## src/rtl/parity_pkg.sv

```systemverilog
// Shared types for the framed parity accumulator: FSM state encoding and counter sizing.
package parity_pkg;
  typedef enum logic [1:0] {S_IDLE, S_ACCUM, S_HOLD} state_t;

  function automatic int f_cnt_w(input int max);
    return $clog2(max + 1);
  endfunction
endpackage

```

## src/rtl/parity_reduce.sv

```systemverilog
// Combinational XOR reduction of one WIDTH-bit word to its parity bit.
module parity_reduce #(
  parameter int WIDTH = 16
) (
  input  logic [WIDTH-1:0] i_data,
  output logic             o_parity
);
  assign o_parity = ^i_data;
endmodule

```

## src/rtl/parity_stream_accum.sv

```systemverilog
// Framed streaming parity accumulator: XORs word parities over a frame, then holds one
// result on a valid/ready output. Optional expected-parity check under PARITY_CHECK_EN.
module parity_stream_accum
  import parity_pkg::*;
#(
  parameter  int WIDTH     = 16,
  parameter  int MAX_WORDS = 64,
  localparam int CNT_W     = f_cnt_w(MAX_WORDS)
) (
  input  logic             clk,
  input  logic             rst,
  input  logic [WIDTH-1:0] in_data,
  input  logic             in_valid,
  input  logic             in_last,
  output logic             in_ready,
  input  logic             odd_mode,
`ifdef PARITY_CHECK_EN
  input  logic             exp_parity,
  output logic             out_err,
`endif
  output logic             out_valid,
  input  logic             out_ready,
  output logic             out_parity,
  output logic [CNT_W-1:0] out_words,
  output logic             out_trunc
);
  localparam logic [CNT_W-1:0] MAX_CNT = CNT_W'(MAX_WORDS);

  state_t           r_state;
  logic             r_acc, r_odd, r_in_ready, r_out_valid, r_parity, r_trunc;
  logic [CNT_W-1:0] r_cnt, r_words;
`ifdef PARITY_CHECK_EN
  logic             r_err;
`endif

  logic             w_wpar, w_beat, w_first, w_close, w_acc_nxt, w_odd_nxt, w_par_nxt;
  logic [CNT_W-1:0] w_cnt_nxt;

  parity_reduce #(.WIDTH(WIDTH)) u_reduce (
    .i_data   (in_data),
    .o_parity (w_wpar)
  );

  // First beat of a frame reloads the accumulator and latches the parity sense.
  assign w_beat    = in_valid && r_in_ready;
  assign w_first   = (r_state == S_IDLE);
  assign w_acc_nxt = w_first ? w_wpar : (r_acc ^ w_wpar);
  assign w_odd_nxt = w_first ? odd_mode : r_odd;
  assign w_cnt_nxt = w_first ? CNT_W'(1) : (r_cnt + CNT_W'(1));
  assign w_close   = in_last || (w_cnt_nxt == MAX_CNT);
  assign w_par_nxt = w_acc_nxt ^ w_odd_nxt;

  always_ff @(posedge clk) begin
    if (rst) begin
      r_state     <= S_IDLE;
      r_acc       <= 1'b0;
      r_odd       <= 1'b0;
      r_cnt       <= '0;
      r_in_ready  <= 1'b1;
      r_out_valid <= 1'b0;
      r_parity    <= 1'b0;
      r_words     <= '0;
      r_trunc     <= 1'b0;
`ifdef PARITY_CHECK_EN
      r_err       <= 1'b0;
`endif
    end else begin
      case (r_state)
        S_IDLE, S_ACCUM: begin
          if (w_beat) begin
            r_acc <= w_acc_nxt;
            r_odd <= w_odd_nxt;
            r_cnt <= w_cnt_nxt;
            if (w_close) begin
              r_state     <= S_HOLD;
              r_in_ready  <= 1'b0;
              r_out_valid <= 1'b1;
              r_parity    <= w_par_nxt;
              r_words     <= w_cnt_nxt;
              r_trunc     <= !in_last;
`ifdef PARITY_CHECK_EN
              r_err       <= w_par_nxt ^ exp_parity;
`endif
            end else begin
              r_state <= S_ACCUM;
            end
          end
        end
        S_HOLD: begin
          // No bypass: the pop cycle itself never accepts a new beat.
          if (out_ready) begin
            r_state     <= S_IDLE;
            r_acc       <= 1'b0;
            r_cnt       <= '0;
            r_in_ready  <= 1'b1;
            r_out_valid <= 1'b0;
            r_parity    <= 1'b0;
            r_words     <= '0;
            r_trunc     <= 1'b0;
`ifdef PARITY_CHECK_EN
            r_err       <= 1'b0;
`endif
          end
        end
        default: r_state <= S_IDLE;
      endcase
    end
  end

  assign in_ready   = r_in_ready;
  assign out_valid  = r_out_valid;
  assign out_parity = r_parity;
  assign out_words  = r_words;
  assign out_trunc  = r_trunc;
`ifdef PARITY_CHECK_EN
  assign out_err    = r_err;
`endif
endmodule

```

## config.mk

```make
export PLATFORM = sky130hd
export DESIGN_NAME = parity_stream_accum
export DESIGN_NICKNAME = d
export VERILOG_FILES = /design/src/rtl/parity_pkg.sv /design/src/rtl/parity_reduce.sv /design/src/rtl/parity_stream_accum.sv
export SDC_FILE = /design/constraint.sdc
export NUM_CORES = 1
export LEC_CHECK = 0
export CORE_MARGIN = 1
export CORE_UTILIZATION = 45
export CTS_BUF_LIST = sky130_fd_sc_hd__clkbuf_8 sky130_fd_sc_hd__clkbuf_16
export DETAILED_ROUTE_END_ITERATION = 16
export HOLD_SLACK_MARGIN = 0.15
export PLACE_DENSITY_LB_ADDON = 0.3
export SETUP_SLACK_MARGIN = 0.1
export SYNTH_ARGS = -nofsm -noshare
export SYNTH_HDL_FRONTEND = slang
export SYNTH_SLANG_ARGS = --single-unit
export TNS_END_PERCENT = 5
```

## constraint.sdc

```tcl
create_clock -name clk -period 3.6 [get_ports clk]
set_input_delay 0.72 -clock clk [delete_from_list [all_inputs] [get_ports clk]]
set_output_delay 0.72 -clock clk [all_outputs]
set_load 0.01 [all_outputs]
```

# --- Word level (Yosys, flattened, before mapping) ---
# Index checks and enable logic that the tools add are counted.
classes:
  add_sub_neg: 1
  multipliers: 0
  div_mod_pow: 0
  n_lt_le_gt_ge: 0
  eq_ne: 6
  shift: 0
  mux: 29
  bitwise: 2
  reduce_logical: 11
op_table:
  columns: ["op", "n"]
  rows:
  - ["two-way mux 7 bit", 5]
  - ["case mux 7 bit (2 select lines)", 2]
  - ["parity 16 bit", 1]
  - ["two-way mux 1 bit", 13]
  - ["case mux 1 bit (2 select lines)", 5]
  - ["adder 7 x 1 -> 7 bit (second input constant)", 1]
  - ["== test 7 bit (second input constant)", 1]
  - ["two-way mux 2 bit", 3]
  - ["inequality test 2 bit (second input constant)", 3]
  - ["case mux 2 bit (2 select lines)", 1]
  - ["AND reduction 2 bit", 2]
  - ["AND reduction 4 bit", 1]
  - ["AND reduction 3 bit", 1]
  - ["== test 2 x 1 -> 1 bit (second input constant)", 1]
  - ["== test 2 bit (second input constant)", 1]
  - ["logical NOT 2 bit", 1]
  - ["nonzero test 2 bit", 1]
  - ["OR reduction 2 bit", 1]
  - ["XOR 1 bit", 2]
  - ["logical AND 1 bit", 1]
  - ["logical NOT 1 bit", 1]
  - ["logical OR 1 bit", 1]
word_totals:
  regBits: 22
  latch_bits: 0
  ramBits: 0
  rom_bits: 0
  in_bits: 22
  output_inout_bits: 11
  wordCells: 58
  n_memories: 0

# --- Logic depth before layout (Yosys ltp) ---
# Gate-level depths: netlist (run 1).
logic_depth:
  depth_word: 7
  ltp_mapped: 8
  mapped_depth_nobuf: 7

# --- By module ---
# A second synthesis (run 1) with hierarchy kept.
unflattened:
  cells_unflattened: 136
  area_unflattened_um2: 1265.0
modules_own_cells:
  columns: ["mod", "n_inst", "cells_each", "area_per_inst_um2"]
  rows:
  - ["parity_stream_accum", 1, 121, 1133.6]
  - ["parity_reduce", 1, 15, 131.4]

# --- Worst setup path after synthesis (run 1) ---
# No wires, ideal clock.
synth_path:
  path_kind: "register to register"
  from: "register r_cnt[0]"
  to: "register r_words[5] (netlist: out_words[5])"
  setup_time_ns: 0.065
  arrival_ns: 1.945
  slack_ns: 1.590
  stages_incl_launch_ff: 9
  path_buffers: 1
  period_less_slack_ns: 2.010
  path_cell_list: "dfxtp_1 > ha_1 > nor3_1 > a31oi_1 > or3b_4 > o31ai_4 > buf_6 > mux2_1 > nor2_1"
synth_between:
  elab_chain_cells: 6
  word_cells_on_any_way: 9
synth_lines:
  columns: ["element", "line_no", "rtl"]
  rows:
  - ["from (decl)", "parity_stream_accum.sv:31", "logic [CNT_W-1:0] r_cnt, r_words;"]
  - ["from (signal assigned)", "parity_stream_accum.sv:73", "r_cnt <= w_cnt_nxt;"]
  - ["adder 7 x 1 -> 7 bit *", "parity_stream_accum.sv:49", "assign w_cnt_nxt = w_first ? CNT_W'(1) : (r_cnt + CNT_W'(1));"]
  - ["two-way mux 7 bit *", "parity_stream_accum.sv:49", null]
  - ["== test 7 bit", "parity_stream_accum.sv:50", "assign w_close = in_last || (w_cnt_nxt == MAX_CNT);"]
  - ["logical OR 1 bit", "parity_stream_accum.sv:50", null]
  - ["inequality test 2 bit (no source line)", null, null]
  - ["AND reduction 4 bit (no source line)", null, null]
  - ["to (signal assigned)", "parity_stream_accum.sv:79", "r_words <= w_cnt_nxt;"]
  - ["to (decl)", "parity_stream_accum.sv:31", null]
# Mark *: on every way between the ends. The rest lies on a longest branch, timed or not. The select of a mux whose other input is x is not followed.
# A chain may end at the register's enable or synchronous reset.

# --- Final worst setup path (run 1) ---
layout_path:
  from: "input in_valid"
  to: "register r_words[2] (netlist: out_words[2])"
layout_between:
  elab_chain_cells: 3
layout_lines:
  columns: ["element", "line_no", "rtl"]
  rows:
  - ["from (decl)", "parity_stream_accum.sv:13", "input logic in_valid,"]
  - ["logical AND 1 bit", "parity_stream_accum.sv:45", "assign w_beat = in_valid && r_in_ready;"]
  - ["inequality test 2 bit (no source line)", null, null]
  - ["AND reduction 4 bit (no source line)", null, null]
# Every way passes these cells.

==> metrics.cfg, run 1 <==
[outcome]
outcome=completed

[routing]
viasPerCell=5.33
routed_wl_um=2630
antenna_left=0
vias=1072
first_iter_violations=25
drc=0
wl_per_cell_um=13.1
dr.pass1.iters=4

[pwr]
power_switching_uw=153
powerDensity_mw_per_mm2=392
power_frac_comb=0.231
power_frac_seq=0.412
power_leakage_uw=0.000581
ir_drop_mv=0.383
swShare=0.240
internal_power_uw=485
p_clk_frac=0.357

[clocking]
cts_buffer_depth=2
cts_resized=0
hold_buffers=0
root_buffer=clkbuf_8
htree_levels=1
cts_sinks=22
insertion_delay_ps=260
numCtsBuffers=3
post_cts_buffers=0
tritoncts=done
path_clk_slew_ps=80

[timing]
rsz0062_at_grt=false
finalHoldViolCount=0
fin_ws_ps=1050
worst-slew-pin-transition_ps=807
final-max-slew-violation-count=0
setup_viol=0
finalSetupTns_ps=0
period_needed_ps=2550
fin_skew_ps=2.58
hold_slack_ps=475
period_share=0.709
slew_headroom=0.460
clock.fmax_ghz=0.392

[grt]
grt_first_pass_wirelength_um=4490
grt_use_met1=0.258
grt_start_max_net_pins=24
antenna_found_initial=0
use_met3=0.0556
grt_overflow_total=0
busiest_layer=met2
grt_use_total=0.219
grt_pass1_vias=1017
grtUsageMet2=0.394

[layout]
diodes=0
layout-drive-gt1-share=0.0702
syn2layout_area_growth_pct=32.5
final_area_mm2=0.00163
final_nets=195
fill_cells=208

[die]
rows=18
initial_core_util=0.487
die_area_mm2=0.00294
die_y_um=54.3
die_w_um=54.3
io_pins=33
fp.coreArea_mm2=0.00252

[placed_design]
dpl-instance-area_mm2=0.00156
io_buffers=32
place_ws_ps=781
globalplace.congestion=0.868
place_hpwl_um=1990

[critical_path]
cp.required_ps=3790
ff2ff_setup_slack_ps=1130
arrival_ps=2740
endpoint_kind=flip-flop
crit_fanout=13
critPathKind=input port to flip-flop
worst_setup_path_start_kind=input port

[yosys]
yosysWarnings=0
synth.net_count=163
synth-seq-cells=22
avgSynthCellArea_um2=8.78
yosysTopAreaCell=dfxtp_1
synth.distinct_cells=35
synth_area_mm2=0.00123
synth.area.top_cells=dfxtp_1 36%, xnor2_1 11%, nor2_1 6.7%
synth_top_area_share=0.358
yosysSeqAreaShare=0.358
synthCells=140

[hold_path]
hp-class=flip-flop to flip-flop

[flow_run]
maxCapViolations=0

## final cells by class
class	instances	area, µm²	share of cell area
Multi-Input combinational cell	111	747	0.459
Tap cell	30	37.5	0.0231
Sequential cell	22	440	0.271
Clock inverter	1	30.0	0.0184
Inverter	1	3.75	0.00231
Timing Repair Buffer	33	328	0.201
Clock buffer	3	41.3	0.0254
## flip-flops by register name, indices dropped and copies added (netlist names)
name and cells:
out_words 7, r_state 2, out_valid 1, out_parity 1, in_ready 1, r_odd 1
r_acc 1, r_cnt 7, out_trunc 1
## cells in the final DEF (no fill, tap or decap), types with 2 or more instances in the layout
master,count
xnor2_1,15
clkbuf_8,3
a22oi_1,4
nand3_1,3
dfxtp_1,22
a21oi_1,7
nand2_1,17
clkdlybuf4s50_1,32
mux2i_1,4
nor2_1,22
o211ai_2,2
nor3_1,4
mux2_1,4
a32oi_1,3
and2_1,4
xor2_1,4
## synth_stat cells, drive strengths merged
cell type	number
mux2	4
o21bai	1
o211ai	2
a32oi	3
nor2b	1
buf	2
a22oi	4
ha	1
or3b	1
dfxtp	22
xor2	4
a21oi	7
clkbuf	4
xnor3	1
nand2	17
a211oi	1
o21a	1
mux2i	4
nor3	4
nand2b	1
inv	1
a31oi	1
o31ai	2
nor2	22
o21ai	2
nand3	4
or2	1
and2	4
or3	1
o31a	1
xnor2	15
or4b	1
## cell families (layout without fill, tap and decap cells)
group / after synthesis / in the layout / synth area share
DFF: 22 / 22 / 0.358
adders and majority gates: 1 / 1 / 0.0102
and+or+nand+nor: 57 / 57 / 0.218
buffers and inverters: 7 / 38 / 0.0336
AOI/OAI and AO/OA: 25 / 25 / 0.157
xor gates and xnor gates: 20 / 20 / 0.154
muxes: 8 / 8 / 0.0692
## per-layer routing
layer,wire length (µm),up-vias
met5,0,-
met4,19,0
met3,155,2
met2,1340,25
met1,1120,499
li1,-,546
## through the flow
stage	utilization	instances	total power, µW
after floorplan	-	140	366
after detailed placement	0.617	197	416
final	0.645	201	638
after global placement	0.617	197	413
after global routing	0.645	201	671
after CTS	0.645	201	646
## worst max-delay path, stage by stage
cell and delay [ps]:
clkdlybuf4s50_1 450, nand2_1 80, nor2_1 100, buf_4 200, o211ai_2 150, o31ai_4 560, mux2_1 390, nor2_1 90
## worst paths after layout
path / from / end / cells past startpoint
max reg2reg: r_cnt[0]$_SDFFE_PP0P_ / out_words[2]$_SDFFE_PP0P_ / 7
min: r_odd$_SDFFE_PP0P_ / r_odd$_SDFFE_PP0P_ / 2
min reg2reg: r_odd$_SDFFE_PP0P_ / r_odd$_SDFFE_PP0P_ / 2
max: in_valid / out_words[2]$_SDFFE_PP0P_ / 8
## power groups by stage
stage / logic (µW) / registers (µW) / clock network (µW)
floorplan: 97.8 / 268 / 0
global placement: 145 / 268 / 0
detailed placement: 148 / 268 / 0
CTS: 149 / 263 / 235
global route: 160 / 265 / 246
finish: 147 / 263 / 228
(Power assumes the default switching activity.)
==> run 2, diff against run 1 <==
==> constraint.sdc (replaced) <==
create_clock -name clk -period 2.5 [get_ports clk]
set_input_delay 0.5 -clock clk [delete_from_list [all_inputs] [get_ports clk]]
set_output_delay 0.5 -clock clk [all_outputs]
set_load 0.01 [all_outputs]
==> run 2 against run 1 <==
Effect of this change: sequential share of layout area down 0.85 points; die area unchanged; combinational power up 54%; design area up 3.2%; via count up 3.1%; flip-flop and latch count unchanged; core utilization up 2.1 points; register-to-register slack worse by 830 ps; power up 47%; global-route usage down 0.53 points; critical path depth unchanged; largest cell class unchanged.
==> metrics.cfg, run 2 (synthesis gave the netlist of run 1 again) <==
[grt]
antenna_found_initial=0  ; unchanged
use_met3=0.0611  ; +0.00556
grt_use_total=0.214  ; -0.00531
grtUsageMet2=0.368  ; -0.0264
grt_start_max_net_pins=23  ; -4.2%
grt_use_met1=0.267  ; +0.00860
grt_first_pass_wirelength_um=4440  ; -1.2%
grt_overflow_total=0  ; unchanged
grt_pass1_vias=964  ; -5.2%
busiest_layer=met2

[die]
die_area_mm2=0.00294  ; unchanged
rows=18  ; unchanged
io_pins=33  ; unchanged
die_w_um=54.3  ; unchanged
fp.coreArea_mm2=0.00252  ; unchanged
die_y_um=54.3  ; unchanged
initial_core_util=0.487  ; unchanged

[critical_path]
r2r_start=r_cnt[0]$_SDFFE_PP0P_
rr_endpoint=out_parity$_SDFFE_PP0P_
endpoint=out_parity$_SDFFE_PP0P_
crit_fanout=6  ; -7
endpoint_kind=flip-flop
worst_setup_path_start_kind=flip-flop
setup.worst_path.start=r_cnt[0]$_SDFFE_PP0P_
cp.required_ps=2690  ; -1100 ps
arrival_ps=2380  ; -360 ps
ff2ff_setup_slack_ps=300  ; -830 ps
worst_r2r_path_depth=8  ; +1
critPathKind=flip-flop to flip-flop

[pwr]
p_clk_frac=0.356  ; about the same
power_leakage_uw=0.000616  ; +6.0%
power_frac_seq=0.404  ; -0.008
internal_power_uw=709  ; +46%
swShare=0.246  ; +0.00585
power_frac_comb=0.240  ; +0.009
power_switching_uw=231  ; +51%
ir_drop_mv=0.387  ; +1.1%
powerDensity_mw_per_mm2=559  ; +43%

[hold_path]
holdPathStages=2  ; unchanged
hp-class=flip-flop to flip-flop

[clocking]
cts_sinks=22  ; unchanged
tritoncts=done
cts_buffer_depth=2  ; unchanged
htree_levels=1  ; unchanged
path_clk_slew_ps=80  ; about the same
hold_buffers=0  ; unchanged
root_buffer=clkbuf_8
numCtsBuffers=3  ; unchanged
insertion_delay_ps=270  ; about the same

[timing]
fin_skew_ps=1.70  ; -0.879 ps
finalSetupTns_ps=0  ; unchanged
period_needed_ps=2200
final-max-slew-violation-count=0  ; unchanged
period_share=0.878
worst-slew-pin-transition_ps=329  ; -478 ps
setup_viol=0  ; unchanged
clock.fmax_ghz=0.455
slew_headroom=0.780  ; +0.320
finalHoldViolCount=0  ; unchanged
rsz0062_at_grt=false

[layout]
diodes=0  ; unchanged
mostFrequentLayoutCells=32 x clkdlybuf4s50_1, 22 x nor2_1, 22 x dfxtp_1, 17 x nand2_1, 15 x xnor2_1
fill_cells=226  ; +8.7%
final_nets=202  ; +3.6%
syn2layout_area_growth_pct=36.8
final_common_cell=clkdlybuf4s50_1
layout-drive-gt1-share=0.107  ; +0.0366
final_util=0.666  ; +0.0208

[routing]
drc=0  ; unchanged
viasPerCell=5.31  ; -0.39%
routed_wl_um=2830  ; +7.6%
first_iter_violations=28  ; +12%
dr.pass1.iters=4  ; unchanged
wl_per_cell_um=13.6  ; +4.0%
antenna_left=0  ; unchanged
vias=1105  ; +3.1%

[placed_design]
place_hpwl_um=2070  ; +3.9%
io_buffers=32  ; unchanged
globalplace.congestion=0.743  ; -14%

[outcome]
outcome=completed

[flow_run]
maxCapViolations=0  ; unchanged

run 2: cell count changes in the layout (fill, tap and decap cells not counted), sizes merged:
cell / previous run / this run
buf: 1 / 8
run 2: layout make-up:
cell class	count	area (µm²)	share of cell area
multi-input cells	111	747	0.445
flip-flops and latches	22	440	0.262
repair buffers	40	380	0.226
clock buffers	3	41.3	0.0246
well taps	30	37.5	0.0223
clock inverters	1	30.0	0.0179
inverters	1	3.75	0.00223
run 2: metal layers:
| metal | vias to the layer above | wire length (µm) |
|---|---|---|
| li1 | 559 | - |
| met1 | 514 | 1210 |
| met2 | 29 | 1430 |
| met3 | 3 | 178 |
| met4 | 0 | 14 |
| met5 | - | 0 |
run 2: through the flow:
step	cells	setup WS, ps	power [µW]	hold slack (ps)	area (µm²)
after floorplan	140	490	527	436	1230
after global placement	200	100	602	442	1580
after detailed placement	200	5.86	608	458	1580
after CTS	208	310	946	470	1680
after global routing	208	122	982	497	1680
final	208	304	940	469	1680
run 2: worst min path at each step:
stage	start	to	slack, ps
after detailed placement	r_odd$_SDFFE_PP0P_	r_odd$_SDFFE_PP0P_	460
after global placement	r_odd$_SDFFE_PP0P_	r_odd$_SDFFE_PP0P_	440
after CTS	r_odd$_SDFFE_PP0P_	r_odd$_SDFFE_PP0P_	470
final	r_odd$_SDFFE_PP0P_	r_odd$_SDFFE_PP0P_	470
after global routing	r_odd$_SDFFE_PP0P_	r_odd$_SDFFE_PP0P_	500
after floorplan	r_odd$_SDFFE_PP0P_	r_odd$_SDFFE_PP0P_	440
run 2: what timing repair did:
action | CTS | global route
endpoints found under the setup margin | 4 | 0
setup buffers | 4 | 0
resized for setup | 0 | 0
run 2: critical path: stages (launching register included):
cell      delay, ps
dfxtp_1         420
ha_1            290
nand2_1         100
o21a_1          200
o211ai_2        270
o31ai_4         100
buf_4           160
or4b_1          500
o31ai_1          80
run 2: power groups by stage:
stage,clock network (µW),registers (µW),logic (µW)
6_report,334,379,226
5_1_grt,353,381,248
4_1_cts,340,379,228
3_5_place_dp,0,387,221
3_3_place_gp,0,386,216
2_1_floorplan,0,386,141
==> run 3, diff against run 2 <==
--- a/config.mk
+++ b/config.mk
@@ -6,10 +6,10 @@
 export NUM_CORES = 1
 export LEC_CHECK = 0
 export CORE_MARGIN = 1
-export CORE_UTILIZATION = 45
+export CORE_UTILIZATION = 47
 export CTS_BUF_LIST = sky130_fd_sc_hd__clkbuf_8 sky130_fd_sc_hd__clkbuf_16
 export DETAILED_ROUTE_END_ITERATION = 16
-export HOLD_SLACK_MARGIN = 0.15
+export HOLD_SLACK_MARGIN = 0.08
 export PLACE_DENSITY_LB_ADDON = 0.3
 export SETUP_SLACK_MARGIN = 0.1
 export SYNTH_ARGS = -nofsm -noshare
==> run 3 against run 2 <==
Effect of this change: combinational power grew 4%; sequential power is essentially flat; power grew 1.5%; largest cell class unchanged.
==> metrics.cfg, run 3 (synthesis gave the netlist of run 1 again) <==
[critical_path]
worst_setup_path_start_kind=flip-flop
cp_num_cells=8  ; unchanged
critPathKind=flip-flop to flip-flop
crit_family=compound AO/OA/AOI/OAI gates
endpoint_kind=flip-flop
ff2ff_setup_slack_ps=260  ; -50 ps
worst_r2r_path_depth=8  ; unchanged
rr_endpoint=out_parity$_SDFFE_PP0P_
r2r_start=r_cnt[0]$_SDFFE_PP0P_
crit_slowest_cell=or4b_1
path_buf_inv=1  ; unchanged
arrival_ps=2420  ; +40 ps
crit_chain=ha_1, nand2_1, o21a_1, o211ai_2, o31ai_4, buf_12, or4b_1, o31ai_1
cp.required_ps=2680  ; about the same
crit_fanout=10  ; +4
slowest_delay_ps=520  ; +20 ps
setup.worst_path.start=r_cnt[0]$_SDFFE_PP0P_

[routing]
dr.pass1.iters=4  ; unchanged
vias=1140  ; +3.2%
drc=0  ; unchanged
first_iter_violations=30  ; +7.1%
routed_wl_um=3220  ; +14%
antenna_left=0  ; unchanged
wl_per_cell_um=15.6  ; +15%
viasPerCell=5.53  ; +4.2%

[clocking]
insertion_delay_ps=270  ; about the same
numCtsBuffers=3  ; unchanged
root_buffer=clkbuf_8
tritoncts=done
hold_buffers=0  ; unchanged
cts_buffer_depth=2  ; unchanged
post_cts_buffers=0  ; -4
cts_sinks=22  ; unchanged
path_clk_slew_ps=90  ; about the same
cts_resized=0  ; unchanged
htree_levels=1  ; unchanged

[die]
die_area_mm2=0.00282  ; -4.1%
die_w_um=53.1  ; -2.1%
io_pins=33  ; unchanged
rows=18  ; unchanged
fp.coreArea_mm2=0.00248  ; -1.8%
die_y_um=53.1  ; -2.1%
initial_core_util=0.496  ; +0.00886

[layout]
final_nets=200  ; -0.99%
layout-drive-gt1-share=0.0966  ; -0.0102
mostFrequentLayoutCells=32 x clkdlybuf4s50_1, 22 x nor2_1, 22 x dfxtp_1, 17 x nand2_1, 15 x xnor2_1
final_common_cell=clkdlybuf4s50_1
final_util=0.677  ; +0.0111
diodes=0  ; unchanged
syn2layout_area_growth_pct=36.6

[timing]
period_share=0.897  ; +0.0189
finalHoldViolCount=0  ; unchanged
finalSetupTns_ps=0  ; unchanged
worst-slew-pin-transition_ps=333  ; +3.87 ps
period_needed_ps=2240  ; +47.4 ps
setup_viol=0  ; unchanged
fin_ws_ps=257  ; -47.4 ps
clock.fmax_ghz=0.446  ; -2.1%
rsz0062_at_grt=false
fin_skew_ps=7.48  ; +5.78 ps
final-max-slew-violation-count=0  ; unchanged
slew_headroom=0.776  ; -0.00440

[pwr]
ir_drop_mv=0.472  ; +22%
power_leakage_uw=0.000609  ; -1.1%
powerDensity_mw_per_mm2=569  ; +1.7%

[placed_design]
place_ws_ps=51.4  ; +45.6 ps
io_buffers=32  ; unchanged
place_hpwl_um=2310  ; +12%
globalplace.congestion=0.833  ; +12%

[hold_path]
hp-class=flip-flop to flip-flop
holdPathStages=2  ; unchanged
worstHoldStart=r_odd$_SDFFE_PP0P_
min_to=r_odd$_SDFFE_PP0P_

[outcome]
outcome=completed

[grt]
antenna_found_initial=0  ; unchanged
grt_start_max_net_pins=23  ; unchanged
grt_pass1_vias=1108  ; +15%
grt_first_pass_wirelength_um=4950  ; +12%
grt_overflow_total=0  ; unchanged
grt_use_total=0.248  ; +0.0340

[flow_run]
maxCapViolations=0  ; unchanged

-- run 3: metal layers --
| layer | track usage | vias up | wire, µm |
|---|---|---|---|
| met5 | 0 | - | 0 |
| met2 | 0.464 | 43 | 1720 |
| met1 | 0.277 | 537 | 1270 |
| met3 | 0.0259 | 9 | 149 |
| li1 | - | 551 | - |
| met4 | 0.110 | 0 | 76 |
-- run 3: final cells by class --
| class | instances | area (µm²) |
|---|---|---|
| clock inverter | 1 | 30.0 |
| fill | 209 | 800 |
| inverter | 1 | 3.75 |
| tap | 30 | 37.5 |
| timing repair buffer | 38 | 378 |
| sequential | 22 | 440 |
| multi-input combinational | 111 | 747 |
| clock buffer | 3 | 41.3 |
-- run 3: per-stage QoR --
step | instance area, µm² | total power [µW] | cells | hold slack (ps)
after floorplan | 1230 | 527 | 140 | 436
after global placement | 1580 | 605 | 200 | 442
after detailed placement | 1580 | 614 | 200 | 465
after CTS | 1650 | 949 | 204 | 478
after global routing | 1680 | 982 | 206 | 503
final | 1680 | 954 | 206 | 479
-- run 3: worst max path at each step --
stage                           endpoint  slack (ps)
6_report         out_parity$_SDFFE_PP0P_         260
5_1_grt          out_parity$_SDFFE_PP0P_         150
4_1_cts        out_words[5]$_SDFFE_PP0P_         110
3_5_place_dp     out_parity$_SDFFE_PP0P_          50
3_3_place_gp   out_words[2]$_SDFFE_PP0P_         130
2_1_floorplan  out_words[5]$_SDFFE_PP0P_         490
-- run 3: tightest hold or removal path, delay by kind of cell, from the launching register on --
kind,cells,cell delay (ps)
AO/OA/AOI/OAI,1,60
flip-flops,1,320
AND/OR/NAND/NOR,1,60
-- run 3: power breakdown --
part / switching (µW) / internal, µW / total [µW]
sequential: 13.7 / 366 / 380
clock: 124 / 214 / 339
combinational: 107 / 129 / 235
